File: src/rtl/morse_receiver.sv
// Morse key receiver: times marks/gaps in units and decodes letters A-H to a 3-bit code.
// Latency: letter_valid/letter_err pulse one cycle after the tick that completes the letter gap.
// Backpressure: none; pulses are single-cycle and letter holds until the next valid decode.
// Optional feature macro: MORSE_RX_WORD_GAP_EN (word_end pulse after a long space).
module morse_receiver #(
  parameter int TICK_DIV   = 25000000,
  parameter int DASH_MIN   = 2,
  parameter int LETTER_GAP = 3
) (
  input  logic       CLOCK_50,
  input  logic       reset,
  input  logic       key_in,
  output logic [2:0] letter,
  output logic       letter_valid,
  output logic       letter_err,
  output logic       mark_led,
  output logic       word_end
);

  typedef enum logic [1:0] {IDLE, MARK, GAP} state_t;

  state_t      state_q, state_d;
  logic        key_s1, key_s2, key_s3;
  logic        rise, fall, edge_any;
  logic [24:0] div_cnt;
  logic        tick;
  logic [2:0]  dur;
  logic        dur_run;
  logic [3:0]  pattern;
  logic [2:0]  count;
  logic        ovf;
  logic        sym_take, sym_bit, gap_done;
  logic        dec_hit;
  logic [2:0]  dec_code;
  logic        valid_d, err_d;

  // Two-flop synchronizer plus a delay flop for edge detection
  always_ff @(posedge CLOCK_50 or posedge reset) begin
    if (reset) begin
      key_s1 <= 1'b0;
      key_s2 <= 1'b0;
      key_s3 <= 1'b0;
    end else begin
      key_s1 <= key_in;
      key_s2 <= key_s1;
      key_s3 <= key_s2;
    end
  end

  assign mark_led = key_s2;
  assign rise     = key_s2 & ~key_s3;
  assign fall     = ~key_s2 & key_s3;
  assign edge_any = rise | fall;
  assign tick     = (div_cnt == 25'(TICK_DIV - 1));

  // Unit divider, phase-aligned to every key edge
  always_ff @(posedge CLOCK_50 or posedge reset) begin
    if (reset)         div_cnt <= '0;
    else if (edge_any) div_cnt <= '0;
    else if (tick)     div_cnt <= '0;
    else               div_cnt <= div_cnt + 25'd1;
  end

`ifdef MORSE_RX_WORD_GAP_EN
  assign dur_run = 1'b1;
`else
  assign dur_run = (state_q != IDLE);
`endif

  // Duration in units since the last edge, saturating at 7
  always_ff @(posedge CLOCK_50 or posedge reset) begin
    if (reset)                                 dur <= '0;
    else if (edge_any)                         dur <= '0;
    else if (tick && dur_run && dur != 3'd7)   dur <= dur + 3'd1;
  end

  // A mark of zero units is a glitch; anything longer is a symbol
  assign sym_take = (state_q == MARK) && fall && (dur != 3'd0);
  assign sym_bit  = (dur >= 3'(DASH_MIN));
  assign gap_done = (state_q == GAP) && tick && (dur == 3'(LETTER_GAP - 1));

  // State register
  always_ff @(posedge CLOCK_50 or posedge reset) begin
    if (reset) state_q <= IDLE;
    else       state_q <= state_d;
  end

  // Next-state logic
  always_comb begin
    state_d = state_q;
    case (state_q)
      IDLE: if (rise) state_d = MARK;
      MARK: begin
        if (fall) begin
          if (dur != 3'd0)        state_d = GAP;
          else if (count != 3'd0) state_d = GAP;   // glitch: back to pending space
          else                    state_d = IDLE;  // glitch: back to empty space
        end
      end
      GAP: begin
        if (gap_done) state_d = rise ? MARK : IDLE;
        else if (rise) state_d = MARK;
      end
      default: state_d = IDLE;
    endcase
  end

  // Symbol collection: first symbol lands in pattern[3]; a fifth only flags overflow
  always_ff @(posedge CLOCK_50 or posedge reset) begin
    if (reset) begin
      pattern <= '0;
      count   <= '0;
      ovf     <= 1'b0;
    end else if (gap_done) begin
      pattern <= '0;
      count   <= '0;
      ovf     <= 1'b0;
    end else if (sym_take) begin
      if (count == 3'd4) begin
        ovf <= 1'b1;
      end else begin
        pattern <= pattern | (4'(sym_bit) << (2'd3 - count[1:0]));
        count   <= count + 3'd1;
      end
    end
  end

  // Output logic: decode the collected pattern and form the emit pulses
  always_comb begin
    dec_hit  = 1'b0;
    dec_code = 3'd0;
    case (count)
      3'd1: if (!pattern[3])               begin dec_hit = 1'b1; dec_code = 3'd4; end
      3'd2: if (pattern[3:2] == 2'b01)     begin dec_hit = 1'b1; dec_code = 3'd0; end
      3'd3: begin
        if (pattern[3:1] == 3'b100)        begin dec_hit = 1'b1; dec_code = 3'd3; end
        else if (pattern[3:1] == 3'b110)   begin dec_hit = 1'b1; dec_code = 3'd6; end
      end
      3'd4: begin
        case (pattern)
          4'b1000: begin dec_hit = 1'b1; dec_code = 3'd1; end
          4'b1010: begin dec_hit = 1'b1; dec_code = 3'd2; end
          4'b0010: begin dec_hit = 1'b1; dec_code = 3'd5; end
          4'b0000: begin dec_hit = 1'b1; dec_code = 3'd7; end
          default: ;
        endcase
      end
      default: ;
    endcase
    valid_d = gap_done && dec_hit && !ovf;
    err_d   = gap_done && (!dec_hit || ovf);
  end

  // Registered letter outputs; letter only changes on a valid decode
  always_ff @(posedge CLOCK_50 or posedge reset) begin
    if (reset) begin
      letter       <= 3'd0;
      letter_valid <= 1'b0;
      letter_err   <= 1'b0;
    end else begin
      letter_valid <= valid_d;
      letter_err   <= err_d;
      if (valid_d) letter <= dec_code;
    end
  end

`ifdef MORSE_RX_WORD_GAP_EN
  logic word_armed, word_fire;
  assign word_fire = word_armed && (state_q == IDLE) && tick && (dur == 3'd6) && !rise;

  // Word gap: arm after a letter closes into space, fire once when the space reaches 7 units
  always_ff @(posedge CLOCK_50 or posedge reset) begin
    if (reset) begin
      word_armed <= 1'b0;
      word_end   <= 1'b0;
    end else begin
      word_end <= word_fire;
      if (rise || word_fire)      word_armed <= 1'b0;
      else if (gap_done)          word_armed <= 1'b1;
    end
  end
`else
  assign word_end = 1'b0;
`endif

endmodule

File: config.mk
export PLATFORM = sky130hd
export DESIGN_NAME = morse_receiver
export DESIGN_NICKNAME = d
export VERILOG_FILES = /design/src/rtl/morse_receiver.sv
export SDC_FILE = /design/constraint.sdc
export NUM_CORES = 1
export LEC_CHECK = 0
export CAP_MARGIN = 15
export CELL_PAD_IN_SITES_DETAIL_PLACEMENT = 2
export CELL_PAD_IN_SITES_GLOBAL_PLACEMENT = 2
export CORE_UTILIZATION = 40
export DETAILED_ROUTE_END_ITERATION = 8
export PLACE_DENSITY = 0.86
export REMOVE_ABC_BUFFERS = 1
export SYNTH_ARGS = -nofsm -noshare
export SYNTH_HDL_FRONTEND = slang
export SYNTH_SLANG_ARGS = --single-unit
File: constraint.sdc
create_clock -name CLOCK_50 -period 2.4 [get_ports CLOCK_50]
set_clock_uncertainty 0.2 [all_clocks]
set_input_delay 0.48 -clock CLOCK_50 [delete_from_list [all_inputs] [get_ports CLOCK_50]]
set_output_delay 0.48 -clock CLOCK_50 [all_outputs]
set_load 0.01 [all_outputs]
# == Yosys cells after proc, flatten, opt, wreduce, memory -nomap -nowiden ==
# Index checks and enable logic that the tools add are counted.
# classes
bitwise,6
shift,1
n_reduce_logical,23
mux,31
n_eq_ne,17
addsub,4
magnitude_cmp,1
# ops
op,n
25-bit two-way mux,2
25-bit by 1-bit adder with 25-bit output (second input constant),1
25-bit equality test (second input constant),1
3-bit two-way mux,8
4-bit two-way mux,3
3-bit one-hot mux with 4 select lines,1
2-bit two-way mux,5
3-bit by 2-bit equality test with 1-bit output (second input constant),3
3-bit equality test (second input constant),3
1-bit logical AND,9
1-bit two-way mux,9
3-bit one-hot mux with 3 select lines,1
4-bit equality test (second input constant),2
2-bit nonzero test,4
3-bit by 1-bit adder with 3-bit output (second input constant),2
2-bit one-hot mux with 3 select lines,1
3-bit nonzero test,2
2-bit by 1-bit equality test with 1-bit output (second input constant),2
4-bit by 2-bit equality test with 1-bit output (second input constant),1
4-bit logical NOT,1
2-bit != test (second input constant),2
4-bit OR,1
1-bit one-hot mux with 4 select lines,1
2-bit AND reduction,2
13 further kinds,16
# totals
wordCells,95
register_bits,46

# == Longest topological paths before layout ==
# Gate-level depths: netlist of run 1.
# depth
word_depth,7
depth_mapped,6
mapped_depth_nobuf,6

# == Least setup slack after synthesis of run 1 ==
# No wires, ideal clock.
# synth_timing
path_kind,register -> register
from,reg dur[0]
to,reg letter[1]
setup_time_ns,0.125
required_ns,2.075
path_stages_with_launch,7
period_less_slack_ns,2.147
slack_ns,0.253
t_arrival_ns,1.821
cell_sequence,dfrtp_1 -> inv_1 -> ha_1 -> or4bb_1 -> nor2_1 -> nor4b_4 -> mux2_4
# synth_between
elab_chain_len,4
# synth_lines
item,line_no,source
start: declaration,27,logic [2:0] dur;
start signal: assignment,74,else if (tick && dur_run && dur != 3'd7) dur <= dur + 3'd1;
3-bit by 2-bit equality test with 1-bit output,80,assign gap_done = (state_q == GAP) && tick && (dur == 3'(LETTER_GAP - 1));
1-bit logical AND,80,
1-bit logical AND (2 in series),150,valid_d = gap_done && dec_hit && !ovf;
end signal: assignment,163,if (valid_d) letter <= dec_code;
end: declaration,13,"output logic [2:0] letter,"
# Every way passes these cells.
# A chain may end at the register's enable or synchronous reset.

# == Final worst setup path of run 1 ==
# Same ends and word-level chain as after synthesis.

==> impl_metrics.ini, run 1 <==
[detailed_routing]
routed-via-count = 1960
dr.pass1.iters = 4
drc = 0
routed_wl_mm = 6.50
wire_per_inst_um = 19.4
viasPerCell = 5.85
drt_first_iter_violations = 98
antenna_left = 0

[global_routing]
grt_antenna_before_repair = 0
grt_max_degree = 30
grt_usage_pct = 22.0
grt_pass1_vias = 2153
grt-ovfl-total = 0
grt_pass1_wl_mm = 11.1

[synth]
synth_top_family_by_area = simple AND/OR/NAND/NOR gates
syn_avg_cell_area_um2 = 10.4
yosys.area_share.simple_pct = 26.3
ys.flop_type = dfrtp_1
ys_top_cells_by_area = dfrtp_1, ha_1, nor2_1
netlist_instances = 247
ys_async_sr_fraction_pct = 100
yosys_warnings = 0
yosys_register_bits = 46
netlist_area_mm2 = 0.00258
synthXorXnorAreaFrac_pct = 3.74
yosysSeqAreaShare_pct = 44.7
synth_top_cell_area_share_pct = 44.7
synth_compound_area_share_pct = 10.8
synth_cell_types = 51
yosys.area_share.adder_pct = 5.83
synth_area_leader_cell = dfrtp_1
muxShareOfSynthArea_pct = 3.54
synth-edff-count = 0

[worst_setup_path]
path_cells = inv_2 > ha_1 > or4bb_4 > nor2_1 > nor4b_4 > mux2_4
critPathLaunchType = flip-flop
cp_slowest_cell = or4bb_4
crit_type = flip-flop to flip-flop
cp_slowest_stage_delay_ps = 550
required_ps = 2390
crit_family = simple AND/OR/NAND/NOR gates
crit_path_end_kind = flip-flop
path_max_fanout = 3
crit_buf_inv = 1
arrival_ps = 2290

[final_layout]
drive_gt1_share_pct = 14.2
multiInputGateArea_mm2 = 0.00130
register_area_mm2 = 0.00115
final_common_cell = dfrtp_1
area_growth_pct = 10.0
nets = 275
layout_common_cells = dfrtp_1, nor2_1, nand2_1
fillCellCount = 639
diodes = 0

[power]
p_comb_share_pct = 7.1
swShare_pct = 24.8
powerDensity_mw_per_mm2 = 478
clock_power_share_pct = 34.1
intPower_mw = 1.02
p_leak_nw = 1.24
p_seq_share_pct = 58.8
switchingPower_uw = 337
ir_worst_vdd_mv = 0.206

[sta]
setup_viol = 0
fin_crit_ps = 2300
hold-worst-slack_ps = 151
maxSlewViolCount = 0
final_hold_viol_count = 0
relSlewSlack_pct = 59.1
rsz0062_at_grt = no
tightestPinTransition_ps = 612
finalSetupTns_ps = 0
fmax_mhz = 435
period_share_pct = 95.7

[die]
fp.coreArea_mm2 = 0.00606
num_io_pins = 10
start_util_pct = 42.5
fp.dieH_um = 82.3
fp.dieW_um = 82.3
rows = 28
die-area_mm2 = 0.00677

[status]
status = completed

[flow_run]
drv_cap = 0

[clocking]
root_buffer = clkbuf_8
cts_tree = yes
clock_sinks = 46
cts.htree.levels = 2
hold_buffers = 0
cts.path.max_buffers = 2
clkLatencyLatePin_ps = 300
cts_buffers = 5
path_clk_slew_ps = 90

[place]
gp_congestion = 0.768
place.port_buffers = 8
hpwl_mm = 4.65

[hold_path]
hp-class = flip-flop to flip-flop
-- registers in the layout, indices dropped and copies added (netlist names) --
register / flops
count: 3
pattern: 4
letter_err: 1
dur: 3
letter: 3
mark_led: 1
key_s1: 1
ovf: 1
state_q: 2
letter_valid: 1
key_s3: 1
div_cnt: 25
-- timing repair --
item,4_1_cts,5_1_grt
resized for setup,0,2
buffers inserted,0,0
setup endpoints to repair,0,2
-- worst register-to-register path: cells and delay by family, from the launching register on --
| family | cells | cell delay (ps) |
|---|---|---|
| adder cells (fa/ha/maj) | 1 | 160 |
| buffers and inverters | 1 | 80 |
| flip-flops | 1 | 420 |
| multiplexers | 1 | 330 |
| AND/OR/NAND/NOR | 3 | 1010 |
-- routing by layer --
layer | wire, um | GRT usage, % | vias up | share of wire (%)
li1 | - | - | 911 | -
met1 | 3070 | 28.4 | 1030 | 47
met2 | 3290 | 38.5 | 13 | 51
met3 | 94 | 3.96 | 6 | 1.4
met4 | 48 | 4.21 | 0 | 0.74
met5 | 0 | 0 | - | 0
-- cell type report --
class / instances / area share (%)
Inverter: 12 / 1.59
Multi-Input combinational cell: 177 / 45.9
Tap cell: 75 / 3.31
Clock buffer: 7 / 2.69
Sequential cell: 46 / 40.6
Timing Repair Buffer: 18 / 5.91
-- through the flow --
step / utilization, % / cells / total power [mW] / worst slack [ps] / instance area (um^2)
finish: 46.8 / 335 / 1.36 / 102 / 2840
global route: 46.8 / 335 / 1.42 / 1.14 / 2840
CTS: 46.7 / 335 / 1.38 / 60.7 / 2830
detailed placement: 45.5 / 328 / 0.911 / 67.7 / 2760
global placement: 45.5 / 328 / 0.905 / 162 / 2760
floorplan: - / 235 / 0.867 / 193 / 2490
-- power groups by stage --
stage                     Sequential (mW)  Combinational [mW]  Clock, mW
after floorplan                     0.812              0.0551          0
after global placement              0.811              0.0935          0
after detailed placement            0.813              0.0982          0
after CTS                           0.798              0.0995      0.481
after global routing                0.800               0.108      0.512
final                               0.797              0.0967      0.462
-- worst paths after layout --
check | cells after the start | end | from | slack (ps)
worst max-delay path | 6 | letter[1] | dur[0] | 100
worst min-delay path | 0 | mark_led | key_s1 | 150
worst max register to register | 6 | letter[1] | dur[0] | 100
worst min register to register | 0 | mark_led | key_s1 | 150
max in group asynchronous | 3 | state_q[1] | reset | 1200
min in group asynchronous | 2 | div_cnt[8] | reset | 300
-- kinds of logic after synthesis --
family	Yosys count
and+or+nand+nor	103
DFF	46
AOI/OAI and AO/OA	42
buffers and inverters	24
adders and majority gates	12
xor gates and xnor gates	11
muxes	8
other	1
-- Yosys cell counts (2+ instances only) --
cell type / n
buf_2: 3
and4_1: 3
nor2_1: 25
nand4_1: 7
nor4_4: 2
mux2_4: 2
or4_1: 7
inv_1: 12
ha_1: 12
clkbuf_1: 3
a21oi_1: 13
nor2b_1: 3
a41oi_1: 4
dfrtp_1: 46
nand2_1: 17
nand3b_1: 2
buf_6: 3
buf_4: 3
mux2i_1: 5
nand3_1: 10
o31ai_1: 8
xnor2_1: 2
nand4_4: 3
o21ai_0: 7
and3_1: 5
and2_1: 3
or3_1: 5
xor2_1: 9
No activity file was read; power rests on OpenSTA's default activity.
==> run 2, diff against run 1 <==
==> constraint.sdc (replaced) <==
create_clock -name CLOCK_50 -period 2.4 [get_ports CLOCK_50]
set_clock_uncertainty 0.2 [all_clocks]
set_input_delay 0.36 -clock CLOCK_50 [delete_from_list [all_inputs] [get_ports CLOCK_50]]
set_output_delay 0.36 -clock CLOCK_50 [all_outputs]
set_load 0.01 [all_outputs]
==> impl_metrics.ini, run 2 (synthesis gave the netlist of run 1 again) <==
[worst_setup_path]
critPathLaunchType = flip-flop
cp_slowest_cell = or4bb_4
path_cells = inv_2 > ha_1 > or4bb_4 > nor2_1 > nor4b_4 > mux2_4
path_max_fanout = 3
required_ps = 2390
crit_buf_inv = 1
critPathLaunch = dur[0]
crit_family = simple AND/OR/NAND/NOR gates
crit_type = flip-flop to flip-flop
cp_slowest_stage_delay_ps = 550
crit_path_end_kind = flip-flop
arrival_ps = 2340
reg2reg_from = dur[0]

[status]
status = completed

[power]
ir_worst_vdd_mv = 0.175
finalPower_mw = 1.34
powerDensity_mw_per_mm2 = 471
p_leak_nw = 1.24

[sta]
fin_crit_ps = 2350
fmax_mhz = 425
maxSlewViolCount = 0
setup_viol = 0
final_hold_viol_count = 0
period_share_pct = 98.0
finalSetupTns_ps = 0

[detailed_routing]
wire_per_inst_um = 19.3
routed_wl_mm = 6.46
antenna_left = 0
viasPerCell = 5.83
routed-via-count = 1954
drt_first_iter_violations = 93
drc = 0
dr.pass1.iters = 4

[hold_path]
hp-class = flip-flop to flip-flop
hold_start = key_s1

[final_layout]
fillCellCount = 615
drive_gt1_share_pct = 14.6
diodes = 0
area_growth_pct = 10.7
final_common_cell = dfrtp_1
largest_register_ff_count = 25
layout_common_cells = dfrtp_1, nor2_1, nand2_1
reg.largest.list = div_cnt: 25 flops, pattern: 4 flops
multiInputGateArea_mm2 = 0.00132
nets = 275
register_area_mm2 = 0.00115
instances_no_fill = 335
largest_register = div_cnt

[global_routing]
grt_antenna_before_repair = 0
grt-ovfl-total = 0
grt_usage_pct = 20.6
grt_max_degree = 47
grt_pass1_vias = 2049
grt_pass1_wl_mm = 10.4

[die]
fp.dieW_um = 82.3
rows = 28
fp.dieH_um = 82.3
num_io_pins = 10
die-area_mm2 = 0.00677
start_util_pct = 42.5
fp.coreArea_mm2 = 0.00606

[clocking]
cts_buffers = 5
clkLatencyLatePin_ps = 300
cts_setup_buffers = 0
cts_tree = yes
path_clk_slew_ps = 80
hold_buffers = 0
clock_sinks = 46
ctsResizeCount = 0
root_buffer = clkbuf_8
cts.htree.levels = 2
cts.path.max_buffers = 2

[flow_run]
drv_cap = 0

[place]
dp.cells = 328
gp_congestion = 0.779
place.port_buffers = 8
hpwl_mm = 4.35
-- run 2: cell counts in the layout (fill, tap and decap cells not counted) --
Identical to the previous run, type by type.
-- run 2: power breakdown --
part | switching (mW) | internal (mW)
clock network | 0.252 | 0.201
logic | 0.0622 | 0.0317
registers | 0.00949 | 0.787
-- run 2: worst paths after layout --
check / end / slack [ps] / cells past startpoint
worst min register to register: mark_led / 150 / 0
worst min-delay path: mark_led / 150 / 0
min in group asynchronous: letter_err / 220 / 3
worst max register to register: letter[2] / 50 / 6
worst max-delay path: letter[2] / 50 / 6
max in group asynchronous: div_cnt[6] / 1570 / 3
-- run 2: per-layer routing --
layer | up-vias | track usage (%) | wire length, um
li1 | 925 | - | -
met1 | 1002 | 26.7 | 2920
met2 | 21 | 36.0 | 3330
met3 | 6 | 3.96 | 133
met4 | 0 | 3.68 | 71
met5 | - | 0 | 0
-- run 2: final cells by class --
type	instances	area share, %
clock buffer	7	2.68
inverter	12	1.58
multi-input combinational	177	46.2
sequential	46	40.4
tap	75	3.29
timing repair buffer	18	5.88
-- run 2: per-stage QoR --
step | instance area, um^2 | setup slack (ps) | hold slack [ps] | utilization, %
floorplan | 2490 | 193 | 131 | -
global placement | 2760 | 158 | 132 | 45.5
detailed placement | 2760 | 98.1 | 136 | 45.5
CTS | 2830 | 49.9 | 156 | 46.7
global route | 2850 | -43.3 | 165 | 47.1
finish | 2850 | 48.4 | 152 | 47.1
